$ cat src/rtl/usb_pd_phy_tx_if.sv
// Message and handshake bundle between the protocol layer and the PD transmit PHY.
interface usb_pd_phy_tx_if;
  logic        start;
  logic        abort;
  logic        rd_role;
  logic [2:0]  msg_rev_dr;
  logic [2:0]  msg_id;
  logic [2:0]  msg_num;
  logic [4:0]  msg_type;
  logic        msg_pd3p1;
  logic [31:0] msg_word0;
  logic [31:0] msg_word1;
  logic [31:0] msg_word2;
  logic [31:0] msg_word3;
  logic [31:0] msg_word4;
  logic [31:0] msg_word5;
  logic [31:0] msg_word6;
  logic        busy;
  logic        done;

  modport master (
    output start, abort, rd_role, msg_rev_dr, msg_id, msg_num, msg_type, msg_pd3p1,
    output msg_word0, msg_word1, msg_word2, msg_word3, msg_word4, msg_word5, msg_word6,
    input  busy, done
  );

  modport slave (
    input  start, abort, rd_role, msg_rev_dr, msg_id, msg_num, msg_type, msg_pd3p1,
    input  msg_word0, msg_word1, msg_word2, msg_word3, msg_word4, msg_word5, msg_word6,
    output busy, done
  );
endinterface

$ cat src/rtl/usb_pd_phy_tx.sv
// USB PD transmit PHY: frames a latched message (preamble, SOP, 4b5b header/data/CRC32,
// EOP) and BMC-encodes it onto the CC line with a driver enable.
module usb_pd_phy_tx #(
  parameter int system_khz = 200000,
  parameter int bit_khz    = 300
) (
  input  logic           clock,
  input  logic           nrst,
  usb_pd_phy_tx_if.slave host,
  output logic           bmc_out,
  output logic           bmc_oe
);
  localparam int          HALF_UI   = system_khz / (2 * bit_khz);
  localparam logic [15:0] HALF_LAST = 16'(HALF_UI - 1);
  localparam logic [15:0] FULL_LAST = 16'(2 * HALF_UI - 1);
  localparam logic [4:0]  SYNC1     = 5'b11000;
  localparam logic [4:0]  SYNC2     = 5'b10001;
  localparam logic [4:0]  EOP_K     = 5'b01101;

  typedef enum logic [3:0] {
    S_IDLE, S_PREAMBLE, S_SOP, S_HDR, S_DATA, S_CRC, S_EOP, S_TAIL, S_DONE
  } state_t;

  function automatic logic [4:0] enc_4b5b(input logic [3:0] nib);
    logic [4:0] sym;
    case (nib)
      4'h0: sym = 5'b11110;  4'h1: sym = 5'b01001;  4'h2: sym = 5'b10100;  4'h3: sym = 5'b10101;
      4'h4: sym = 5'b01010;  4'h5: sym = 5'b01011;  4'h6: sym = 5'b01110;  4'h7: sym = 5'b01111;
      4'h8: sym = 5'b10010;  4'h9: sym = 5'b10011;  4'hA: sym = 5'b10110;  4'hB: sym = 5'b10111;
      4'hC: sym = 5'b11010;  4'hD: sym = 5'b11011;  4'hE: sym = 5'b11100;  default: sym = 5'b11101;
    endcase
    return sym;
  endfunction

  // Reflected CRC-32 (poly 0x04C11DB7), one byte per call, LSB first.
  function automatic logic [31:0] crc_byte(input logic [31:0] crc, input logic [7:0] data);
    logic [31:0] r;
    r = crc ^ {24'd0, data};
    for (int i = 0; i < 8; i++) begin
      r = r[0] ? ((r >> 1) ^ 32'hEDB8_8320) : (r >> 1);
    end
    return r;
  endfunction

  state_t       state_q, state_d;
  logic [239:0] payload_q, payload_d;
  logic [2:0]   num_q, num_d;
  logic [31:0]  crc_q, crc_d;
  logic [4:0]   crc_cnt_q, crc_cnt_d;
  logic [15:0]  half_q, half_d;
  logic [5:0]   cnt_q, cnt_d;
  logic [4:0]   sh_q, sh_d;
  logic [2:0]   rem_q, rem_d;
  logic         bmc_q, bmc_d;
  logic         oe_q, oe_d;
  logic         busy_q, busy_d;
  logic         done_q, done_d;

  logic [31:0]  crc_o;
  logic [5:0]   last_nib;
  logic [4:0]   crc_bytes;
  logic         cur_bit;
  logic         bit_end;
  logic [3:0]   nib_next;
  logic [3:0]   crc_nib_next;

  // Next-state logic: bit timing, symbol fetch, CRC accumulation, tail and abort handling.
  always_comb begin
    state_d   = state_q;
    payload_d = payload_q;
    num_d     = num_q;
    crc_d     = crc_q;
    crc_cnt_d = crc_cnt_q;
    half_d    = half_q;
    cnt_d     = cnt_q;
    sh_d      = sh_q;
    rem_d     = rem_q;
    bmc_d     = bmc_q;
    oe_d      = oe_q;
    busy_d    = busy_q;
    done_d    = 1'b0;

    crc_o        = ~crc_q;
    last_nib     = 6'd3 + {num_q, 3'b000};
    crc_bytes    = 5'd2 + {num_q, 2'b00};
    cur_bit      = (state_q == S_PREAMBLE) ? cnt_q[0] : sh_q[0];
    bit_end      = (half_q == FULL_LAST);
    nib_next     = payload_q[{cnt_q + 6'd1, 2'b00} +: 4];
    crc_nib_next = crc_o[{cnt_q[2:0] + 3'd1, 2'b00} +: 4];

    // The whole CRC is folded in during the preamble, well before its first symbol.
    if (state_q == S_PREAMBLE && crc_cnt_q != crc_bytes) begin
      crc_d     = crc_byte(crc_q, payload_q[{crc_cnt_q, 3'b000} +: 8]);
      crc_cnt_d = crc_cnt_q + 5'd1;
    end

    case (state_q)
      S_IDLE: begin
        if (host.start) begin
          payload_d = {host.msg_word6, host.msg_word5, host.msg_word4, host.msg_word3,
                       host.msg_word2, host.msg_word1, host.msg_word0,
                       host.msg_pd3p1, host.msg_num, host.msg_id, host.rd_role,
                       host.msg_rev_dr, host.msg_type};
          num_d     = host.msg_num;
          crc_d     = 32'hFFFF_FFFF;
          crc_cnt_d = 5'd0;
          half_d    = 16'd0;
          cnt_d     = 6'd0;
          sh_d      = 5'd0;
          rem_d     = 3'd0;
          bmc_d     = 1'b1;
          oe_d      = 1'b1;
          busy_d    = 1'b1;
          state_d   = S_PREAMBLE;
        end
      end

      S_TAIL: begin
        half_d = half_q + 16'd1;
        if (bmc_q) begin
          if (half_q == HALF_LAST) begin
            bmc_d  = 1'b0;
            half_d = 16'd0;
          end
        end else if (half_q == FULL_LAST) begin
          oe_d    = 1'b0;
          busy_d  = 1'b0;
          done_d  = 1'b1;
          state_d = S_DONE;
        end
      end

      S_DONE: begin
        state_d = S_IDLE;
      end

      default: begin
        half_d = half_q + 16'd1;
        if (half_q == HALF_LAST && cur_bit) begin
          bmc_d = ~bmc_q;
        end
        if (bit_end) begin
          half_d = 16'd0;
          bmc_d  = ~bmc_q;
          if (rem_q != 3'd0) begin
            sh_d  = sh_q >> 1;
            rem_d = rem_q - 3'd1;
          end else begin
            rem_d = 3'd4;
            case (state_q)
              S_PREAMBLE: begin
                rem_d = 3'd0;
                cnt_d = cnt_q + 6'd1;
                if (cnt_q == 6'd63) begin
                  state_d = S_SOP;
                  cnt_d   = 6'd0;
                  sh_d    = SYNC1;
                  rem_d   = 3'd4;
                end
              end
              S_SOP: begin
                if (cnt_q == 6'd3) begin
                  state_d = S_HDR;
                  cnt_d   = 6'd0;
                  sh_d    = enc_4b5b(payload_q[3:0]);
                end else begin
                  cnt_d = cnt_q + 6'd1;
                  sh_d  = (cnt_q == 6'd2) ? SYNC2 : SYNC1;
                end
              end
              S_HDR, S_DATA: begin
                if ((state_q == S_HDR && cnt_q == 6'd3 && num_q == 3'd0) ||
                    (state_q == S_DATA && cnt_q == last_nib)) begin
                  state_d = S_CRC;
                  cnt_d   = 6'd0;
                  sh_d    = enc_4b5b(crc_o[3:0]);
                end else begin
                  if (cnt_q == 6'd3) begin
                    state_d = S_DATA;
                  end
                  cnt_d = cnt_q + 6'd1;
                  sh_d  = enc_4b5b(nib_next);
                end
              end
              S_CRC: begin
                if (cnt_q == 6'd7) begin
                  state_d = S_EOP;
                  sh_d    = EOP_K;
                end else begin
                  cnt_d = cnt_q + 6'd1;
                  sh_d  = enc_4b5b(crc_nib_next);
                end
              end
              default: begin
                state_d = S_TAIL;
                bmc_d   = bmc_q;
                rem_d   = 3'd0;
              end
            endcase
          end
        end
      end
    endcase

    if (host.abort && state_q != S_IDLE) begin
      state_d = S_IDLE;
      bmc_d   = 1'b0;
      oe_d    = 1'b0;
      busy_d  = 1'b0;
      done_d  = 1'b0;
    end
  end

  // State and output registers with asynchronous active-low clear.
  always_ff @(posedge clock or negedge nrst) begin
    if (!nrst) begin
      state_q   <= S_IDLE;
      payload_q <= '0;
      num_q     <= '0;
      crc_q     <= '0;
      crc_cnt_q <= '0;
      half_q    <= '0;
      cnt_q     <= '0;
      sh_q      <= '0;
      rem_q     <= '0;
      bmc_q     <= 1'b0;
      oe_q      <= 1'b0;
      busy_q    <= 1'b0;
      done_q    <= 1'b0;
    end else begin
      state_q   <= state_d;
      payload_q <= payload_d;
      num_q     <= num_d;
      crc_q     <= crc_d;
      crc_cnt_q <= crc_cnt_d;
      half_q    <= half_d;
      cnt_q     <= cnt_d;
      sh_q      <= sh_d;
      rem_q     <= rem_d;
      bmc_q     <= bmc_d;
      oe_q      <= oe_d;
      busy_q    <= busy_d;
      done_q    <= done_d;
    end
  end

  assign bmc_out   = bmc_q;
  assign bmc_oe    = oe_q;
  assign host.busy = busy_q;
  assign host.done = done_q;
endmodule

$ cat src/flat_wrapper.sv
// flat-port wrapper written by rule: the top's interface ports become plain ports
module usb_pd_phy_tx_flat 
#(
  parameter int system_khz = 200000,
  parameter int bit_khz    = 300
)
  (clock, nrst, bmc_out, bmc_oe, host_start, host_abort, host_rd_role, host_msg_rev_dr, host_msg_id, host_msg_num, host_msg_type, host_msg_pd3p1, host_msg_word0, host_msg_word1, host_msg_word2, host_msg_word3, host_msg_word4, host_msg_word5, host_msg_word6, host_busy, host_done);
  usb_pd_phy_tx_if host_i ();
  input  logic clock;
  input  logic nrst;
  output logic bmc_out;
  output logic bmc_oe;
  input wire logic [$bits(host_i.start)-1:0] host_start;
  input wire logic [$bits(host_i.abort)-1:0] host_abort;
  input wire logic [$bits(host_i.rd_role)-1:0] host_rd_role;
  input wire logic [$bits(host_i.msg_rev_dr)-1:0] host_msg_rev_dr;
  input wire logic [$bits(host_i.msg_id)-1:0] host_msg_id;
  input wire logic [$bits(host_i.msg_num)-1:0] host_msg_num;
  input wire logic [$bits(host_i.msg_type)-1:0] host_msg_type;
  input wire logic [$bits(host_i.msg_pd3p1)-1:0] host_msg_pd3p1;
  input wire logic [$bits(host_i.msg_word0)-1:0] host_msg_word0;
  input wire logic [$bits(host_i.msg_word1)-1:0] host_msg_word1;
  input wire logic [$bits(host_i.msg_word2)-1:0] host_msg_word2;
  input wire logic [$bits(host_i.msg_word3)-1:0] host_msg_word3;
  input wire logic [$bits(host_i.msg_word4)-1:0] host_msg_word4;
  input wire logic [$bits(host_i.msg_word5)-1:0] host_msg_word5;
  input wire logic [$bits(host_i.msg_word6)-1:0] host_msg_word6;
  output wire logic [$bits(host_i.busy)-1:0] host_busy;
  output wire logic [$bits(host_i.done)-1:0] host_done;
  assign host_i.start = host_start;
  assign host_i.abort = host_abort;
  assign host_i.rd_role = host_rd_role;
  assign host_i.msg_rev_dr = host_msg_rev_dr;
  assign host_i.msg_id = host_msg_id;
  assign host_i.msg_num = host_msg_num;
  assign host_i.msg_type = host_msg_type;
  assign host_i.msg_pd3p1 = host_msg_pd3p1;
  assign host_i.msg_word0 = host_msg_word0;
  assign host_i.msg_word1 = host_msg_word1;
  assign host_i.msg_word2 = host_msg_word2;
  assign host_i.msg_word3 = host_msg_word3;
  assign host_i.msg_word4 = host_msg_word4;
  assign host_i.msg_word5 = host_msg_word5;
  assign host_i.msg_word6 = host_msg_word6;
  assign host_busy = host_i.busy;
  assign host_done = host_i.done;
  usb_pd_phy_tx #(.system_khz(system_khz), .bit_khz(bit_khz)) u_core (.clock(clock), .nrst(nrst), .host(host_i), .bmc_out(bmc_out), .bmc_oe(bmc_oe));
endmodule
$ cat config.mk
export PLATFORM = sky130hd
export DESIGN_NAME = usb_pd_phy_tx_flat
export DESIGN_NICKNAME = d
export VERILOG_FILES = /design/src/rtl/usb_pd_phy_tx_if.sv /design/src/rtl/usb_pd_phy_tx.sv /design/src/flat_wrapper.sv
export SDC_FILE = /design/constraint.sdc
export NUM_CORES = 1
export LEC_CHECK = 0
export ABC_AREA = 1
export CAP_MARGIN = 25
export CORE_AREA = 4 4 261 263
export CTS_CLUSTER_DIAMETER = 150
export DETAILED_ROUTE_END_ITERATION = 8
export DIE_AREA = 0 0 265 267
export PLACE_DENSITY = 0.47
export SLEW_MARGIN = 20
export SYNTH_ARGS = -nofsm -noshare
export SYNTH_HDL_FRONTEND = slang
export SYNTH_SLANG_ARGS = --single-unit
export TNS_END_PERCENT = 10
$ cat constraint.sdc
create_clock -name clock -period 3.6 [get_ports clock]
set_input_delay 0.72 -clock clock [delete_from_list [all_inputs] [get_ports clock]]
set_output_delay 0.72 -clock clock [all_outputs]
set_load 0.1 [all_outputs]
* Word-level counts from Yosys, hierarchy flattened
Memories as Yosys holds them, arrays and structs flattened. Cells that the tools add are included.
Word-level totals: flip-flop bits (word level) 317, ROM bits 320, output and inout bits 4, logic and storage cells 172, memories kept 4
Cells by class: add/sub/neg operators 7, eq/ne operators 29, shift operators 3, multiplexer cells 75, bitwise operators 13, reduce and logical (&&, ||, !) cells 29
Memories:
- (no name shown) | words 16, bits a word 5, rd ports 1, clocked after memory_dff 0, wr ports 0, RTL line usb_pd_phy_tx.sv:26 | case (nib)
- (no name shown) | words 16, bits a word 5, rd ports 1, clocked after memory_dff 0, wr ports 0, RTL line usb_pd_phy_tx.sv:26
- (no name shown) | words 16, bits a word 5, rd ports 1, clocked after memory_dff 0, wr ports 0, RTL line usb_pd_phy_tx.sv:26
- (no name shown) | words 16, bits a word 5, rd ports 1, clocked after memory_dff 0, wr ports 0, RTL line usb_pd_phy_tx.sv:26
Operators by type and width (number):
- $mux 32 | 11
- $shiftx 240x9->4 | 1
- $shiftx 240x9->8 | 1
- $not 13->14 | 8
- $mux 16 | 4
- $mux 5 | 10
- $mux 4 | 12
- $pmux 16 s3 | 1
- $mux 6 | 7
- $not 32->32 | 1
- $shiftx 32x6->4 | 1
- $xor 32x8->32 | 1
- $pmux 6 s4 | 1
- $pmux 5 s4 | 1
- $add 16x1->16 const B | 1
- $eq 16x10->1 const B | 1
- $eq 16x9->1 const B | 1
- $mux 1 | 16
- $pmux 4 s4 | 1
- $eq 4x3->1 const B | 3
- $eq 6x2->1 const B | 2
- $mux 3 | 4
- $ne 6x6->1 const B | 2
- $pmux 3 s2 | 2
- 47 further kinds | 63

* Depth between registers and ports, before layout
depth after elaboration 21, gate-level depth with buffers 25, gate-level depth less buffers 21

* Least setup slack after synthesis
OpenSTA, ideal clock, no wires.
kind register to register, start point reg u_core.cnt_q[0], end point reg u_core.sh_q[1], arrival 2.631 ns, slack 0.853 ns, cell stages (with the launch flop) 24, period minus slack after synthesis 2.747 ns, cell sequence dfrtp_1 > inv_2 > buf_2 > clkbuf_1 > ha_1 > buf_2 > inv_1 > buf_2 > buf_2 > nand3_1 > nand3_1 > nand3_1 > nand3_1 > nand3_1 > nand2_1 > inv_1 > nand2_1 > nand2_1 > nand3_1 > nand2_1 > nand2_1 > nand2_1 > nand2_1 > nand2_1
Between the ends: cells in the longest elaborated chain, start to end 9, elaborated cells on any way between the ends 23, those cells by class 2 x add/sub; 5 x eq/ne; 2 x shift; 7 x mux; 5 x reduce/logical; 2 x memory
RTL lines:
- from (decl) | RTL line usb_pd_phy_tx.sv:51 | logic [5:0] cnt_q, cnt_d;
- from (signal assigned) | RTL line usb_pd_phy_tx.sv:237 | cnt_q <= cnt_d;
- parallel branches: the longest is 9 deep, another holds $add 6x1->6
- to (signal assigned) | RTL line usb_pd_phy_tx.sv:224 | sh_q <= '0;
- to (signal assigned) | RTL line usb_pd_phy_tx.sv:238 | sh_q <= sh_d;
- to (decl) | RTL line usb_pd_phy_tx.sv:52 | logic [4:0] sh_q, sh_d;
Parallel ways; which one is timed is not known. The select of a mux whose other input is x is not followed. A chain may end at the register's enable or synchronous reset.

* Final worst setup path
start point reg u_core.crc_cnt_q[0], end point reg u_core.crc_q[24]
Between the ends: cells in the longest elaborated chain, start to end 18, elaborated cells on any way between the ends 20, those cells by class 1 x eq/ne; 1 x shift; 11 x mux; 6 x bitwise; 1 x reduce/logical
RTL lines:
- from (decl) | RTL line usb_pd_phy_tx.sv:49 | logic [4:0] crc_cnt_q, crc_cnt_d;
- from (signal assigned) | RTL line usb_pd_phy_tx.sv:235 | crc_cnt_q <= crc_cnt_d;
- $shiftx 240x9->8 | RTL line usb_pd_phy_tx.sv:93 | crc_d = crc_byte(crc_q, payload_q[{crc_cnt_q, 3'b000} +: 8]);
- $xor 32x8->32 | RTL line usb_pd_phy_tx.sv:38 | r = crc ^ {24'd0, data};
- $mux 32 | RTL line usb_pd_phy_tx.sv:40 | r = r[0] ? ((r >> 1) ^ 32'hEDB8_8320) : (r >> 1);
- $not 13->14 (no line)
- $mux 32 | RTL line usb_pd_phy_tx.sv:40
- $not 13->14 (no line)
- $mux 32 (2 in series) | RTL line usb_pd_phy_tx.sv:40
- $not 13->14 (no line)
- $mux 32 | RTL line usb_pd_phy_tx.sv:40
- $not 13->14 (no line)
- $mux 32 (2 in series) | RTL line usb_pd_phy_tx.sv:40
- $not 13->14 (no line)
- $mux 32 | RTL line usb_pd_phy_tx.sv:40
- $mux 32 * | RTL line usb_pd_phy_tx.sv:92 | if (state_q == S_PREAMBLE && crc_cnt_q != crc_bytes) begin
- $mux 32 | RTL line usb_pd_phy_tx.sv:99 | if (host.start) begin
- $mux 32 * | RTL line usb_pd_phy_tx.sv:97 | case (state_q)
- via u_core.crc_d[24] | RTL line usb_pd_phy_tx.sv:48 | logic [31:0] crc_q, crc_d;
- to (signal assigned) | RTL line usb_pd_phy_tx.sv:234 | crc_q <= crc_d;
- to (decl) | RTL line usb_pd_phy_tx.sv:48
Mark *: on every way through the listed nets, which the timed path passes. The rest lies on a longest branch.

==> flow_metrics.tcl <==
set metrics [dict create \
    cts_tree "built" \
    yosysWarnings 0 \
    die_area_um2 70800 \
    cts_max_level 2 \
    drc_errors 0 \
    insertion_delay_ns 0.57 \
    yosys-top-cells-count "nand2_1 (973), nand3_1 (389), inv_1 (324)" \
    hold_ws_ns 0.165 \
    cts_buffer_depth 3 \
    relSlewSlack_pct 42.4 \
    cp-end-kind "flop" \
    async_reset_ff_share_pct 100 \
    status "completed" \
    synth_area_um2 19600 \
    io_pins 248 \
    layout-drive-gt1-share_pct 5.97 \
    grt_overflow 0 \
    hold_viol_final 0 \
    rsz0062_at_grt "no" \
    timing.fmax_mhz 318 \
    cts.clk_slew.worst_paths_ns 0.06 \
    portBuffers 247 \
    max-cap-violations 0 \
    firstDrtPassIters 6 \
    synth-edff-count 0 \
    antenna_found_initial 3 \
    p_per_area_nw_per_um2 1070 \
    peakVddDrop_mv 0.570 \
    grt_usage_pct 21.6 \
    fin_skew_ns 0.0227 \
    arrival_ns 3.58 \
    rows 94 \
    worst_pin_slew_ns 0.857 \
    finalSetupViolCount 0 \
    drt_iter0_markers 1623 \
    post-route-min-period_ns 3.14 \
    post_cts_buffers 0 \
    yosysSeqAreaShare_pct 40.1 \
    finalMaxSlewViolations 0 \
    gp_congestion 0.894 \
    dp_hpwl_um 56900 \
    cts.sinks 314 \
    synth_top_area_cell "dfrtp_1" \
    synthFlopType "dfrtp_1" \
    antenna_cells 0 \
    synth_top_cell_area_share_pct 40.1 \
    avgViaCountPerCell 5.07 \
    crit_type "reg2reg" \
    die_h_um 267 \
    post_synth_inst_count 2886 \
    grt_first_pass_wirelength_um 121000 \
    hold_class "in2async" \
    post-route-period-util_pct 87.4 \
    crit_top_cell "nand2_1" \
    synth_cell_types 44 \
    worstPathMaxFanout 30 \
    fp.coreArea_um2 65600 \
    ctsHoldBuffers 0 \
    p_leak_nw 11.3 \
    nets 3307 \
    post_synth.cell_area_avg_um2 6.80 \
    ctsResizeCount 0 \
    yosys_register_bits 314 \
    vias 20022 \
    synth_area_leaders "dfrtp_1 (40%), nand2_1 (19%), nand3_1 (9.9%)" \
    syn_nets 3137 \
    grt_pass1_vias 20044 \
    initial_core_util_pct 29.9 \
    area_delta_synth_final_pct 23.6 \
    wl_per_cell_um 19.7 \
    drt_wl_total_um 77800 \
    ant_nets 0 \
    cts-root-buf "clkbuf_16" \
    die_width_um 265 \
    grt_max_degree 160 \
    cts_buffers 38 \
    critical-path-max-stage-delay_ns 0.67 \
    cp.required_ns 4.04 \
    tns_ns 0 \
    slowest_stage "dfrtp_4" \
    crit_chain "buf_4, buf_4, nand2_1, nand3_1, nand2_1, a21oi_1, nand2_2, nand2_2, nand2_1, nand2_2, nand2_1, nand2_2, xor2_1, nand3_1, nand3_1, nand2_1" \
    start_kind "flop" \
    yosysMostFrequentCell "nand2_1" \
]
-- path summary, 6_finish.rpt --
check / from / endpoint / slack (ns) / cells after the start
max: u_core.crc_cnt_q[0]$_DFF_PN0_ / u_core.crc_q[24]$_DFF_PN0_ / 0.46 / 16
min: nrst / u_core.payload_q[120]$_DFFE_PN0P_ / 0.17 / 1
max in group asynchronous: nrst / u_core.payload_q[218]$_DFFE_PN0P_ / 2.50 / 2
min in group clock: u_core.sh_q[1]$_DFFE_PN0P_ / u_core.sh_q[1]$_DFFE_PN0P_ / 0.49 / 2
min reg2reg: u_core.sh_q[1]$_DFFE_PN0P_ / u_core.sh_q[1]$_DFFE_PN0P_ / 0.49 / 2
max reg2reg: u_core.crc_cnt_q[0]$_DFF_PN0_ / u_core.crc_q[24]$_DFF_PN0_ / 0.46 / 16
-- state kept, by name (all words and copies together) (netlist names) --
signal,count
u_core.payload_q,238
u_core.crc_q,32
u_core.half_q,16
u_core.cnt_q,6
u_core.crc_cnt_q,5
u_core.sh_q,5
u_core.state_q,4
u_core.rem_q,3
u_core.num_q,2
u_core.bmc_oe,1
u_core.bmc_out,1
u_core.host.done,1
-- power by group --
| group | switching (mW) | total [mW] | internal [mW] |
|---|---|---|---|
| logic | 10.7 | 15.5 | 4.78 |
| clock network | 1.65 | 4.14 | 2.50 |
| registers | 1.09 | 6.26 | 5.16 |
-- kinds of logic (layout without fill, tap and decap cells) --
logic type | count (synthesis) | after routing | share of synthesized area [%]
AOI/OAI and AO/OA | 509 | 509 | 14.2
buffers and inverters | 500 | 698 | 10.8
DFF | 314 | 314 | 40.1
and+or+nand+nor | 1524 | 1524 | 33.0
adders and majority gates | 7 | 7 | 0.446
xor gates and xnor gates | 32 | 32 | 1.58
-- metal layers --
metal	up-vias	share of wire (%)	GRT usage [%]
met5	-	0.031	0
met4	4	2.2	5.28
met3	99	6.2	3.59
met2	693	46	36.0
met1	9582	45	29.5
li1	9644	-	-
-- through the flow --
step | worst slack [ns] | instance area, µm² | utilization [%] | total power, mW | instances
2_1_floorplan | 0.853 | 19600 | - | 16.6 | 2886
3_3_place_gp | 0.560 | 22900 | 34.9 | 21.6 | 3880
3_5_place_dp | 0.524 | 22900 | 34.9 | 21.7 | 3880
4_1_cts | 0.502 | 24200 | 36.9 | 26.0 | 3948
5_1_grt | 0.224 | 24200 | 36.9 | 28.1 | 3948
6_report | 0.455 | 24200 | 36.9 | 25.9 | 3948
-- layout by cell type, fill, tap and decap left out, drive strengths merged --
master         netlist  routed
clkinv               0       9
clkinvlp             0       6
a31oi                6       6
nor4                 5       5
nand2             1006    1006
or2                  4       4
o31ai                4       4
bufinv               0       6
xnor2                3       3
o211ai              64      64
clkdlybuf4s50        0     242
a21oi              112     112
nand4               12      12
xor2                29      29
ha                   7       7
inv                335     336
o2111ai              3       3
clkbuf              63      46
a211oi               2       2
nor3                29      29
a32o                 1       1
nor3b                1       1
and3                 1       1
nand3              389     389
buf                102      53
o21a                 2       2
o21ai              310     310
a221oi               1       1
nor2                77      77
dfrtp              314     314
o22ai                4       4
-- critical path: cells and delay by family, from the launching register on --
family                    cells  cell delay (ns)
DFF                           1             0.67
and+or+nand+nor              12             1.25
buffers and inverters         2             0.49
xor gates and xnor gates      1             0.24
AOI/OAI and AO/OA             1             0.34
-- area by class of cell --
type,instances,area (µm²)
Sequential cell,314,7870
Tap cell,864,1080
Timing Repair Buffer,295,3070
Clock inverter,22,279
Inverter,335,1260
Clock buffer,46,1040
Fill cell,7030,41400
Multi-Input combinational cell,2072,9650
Note: power is estimated with default switching activity, not from simulation.
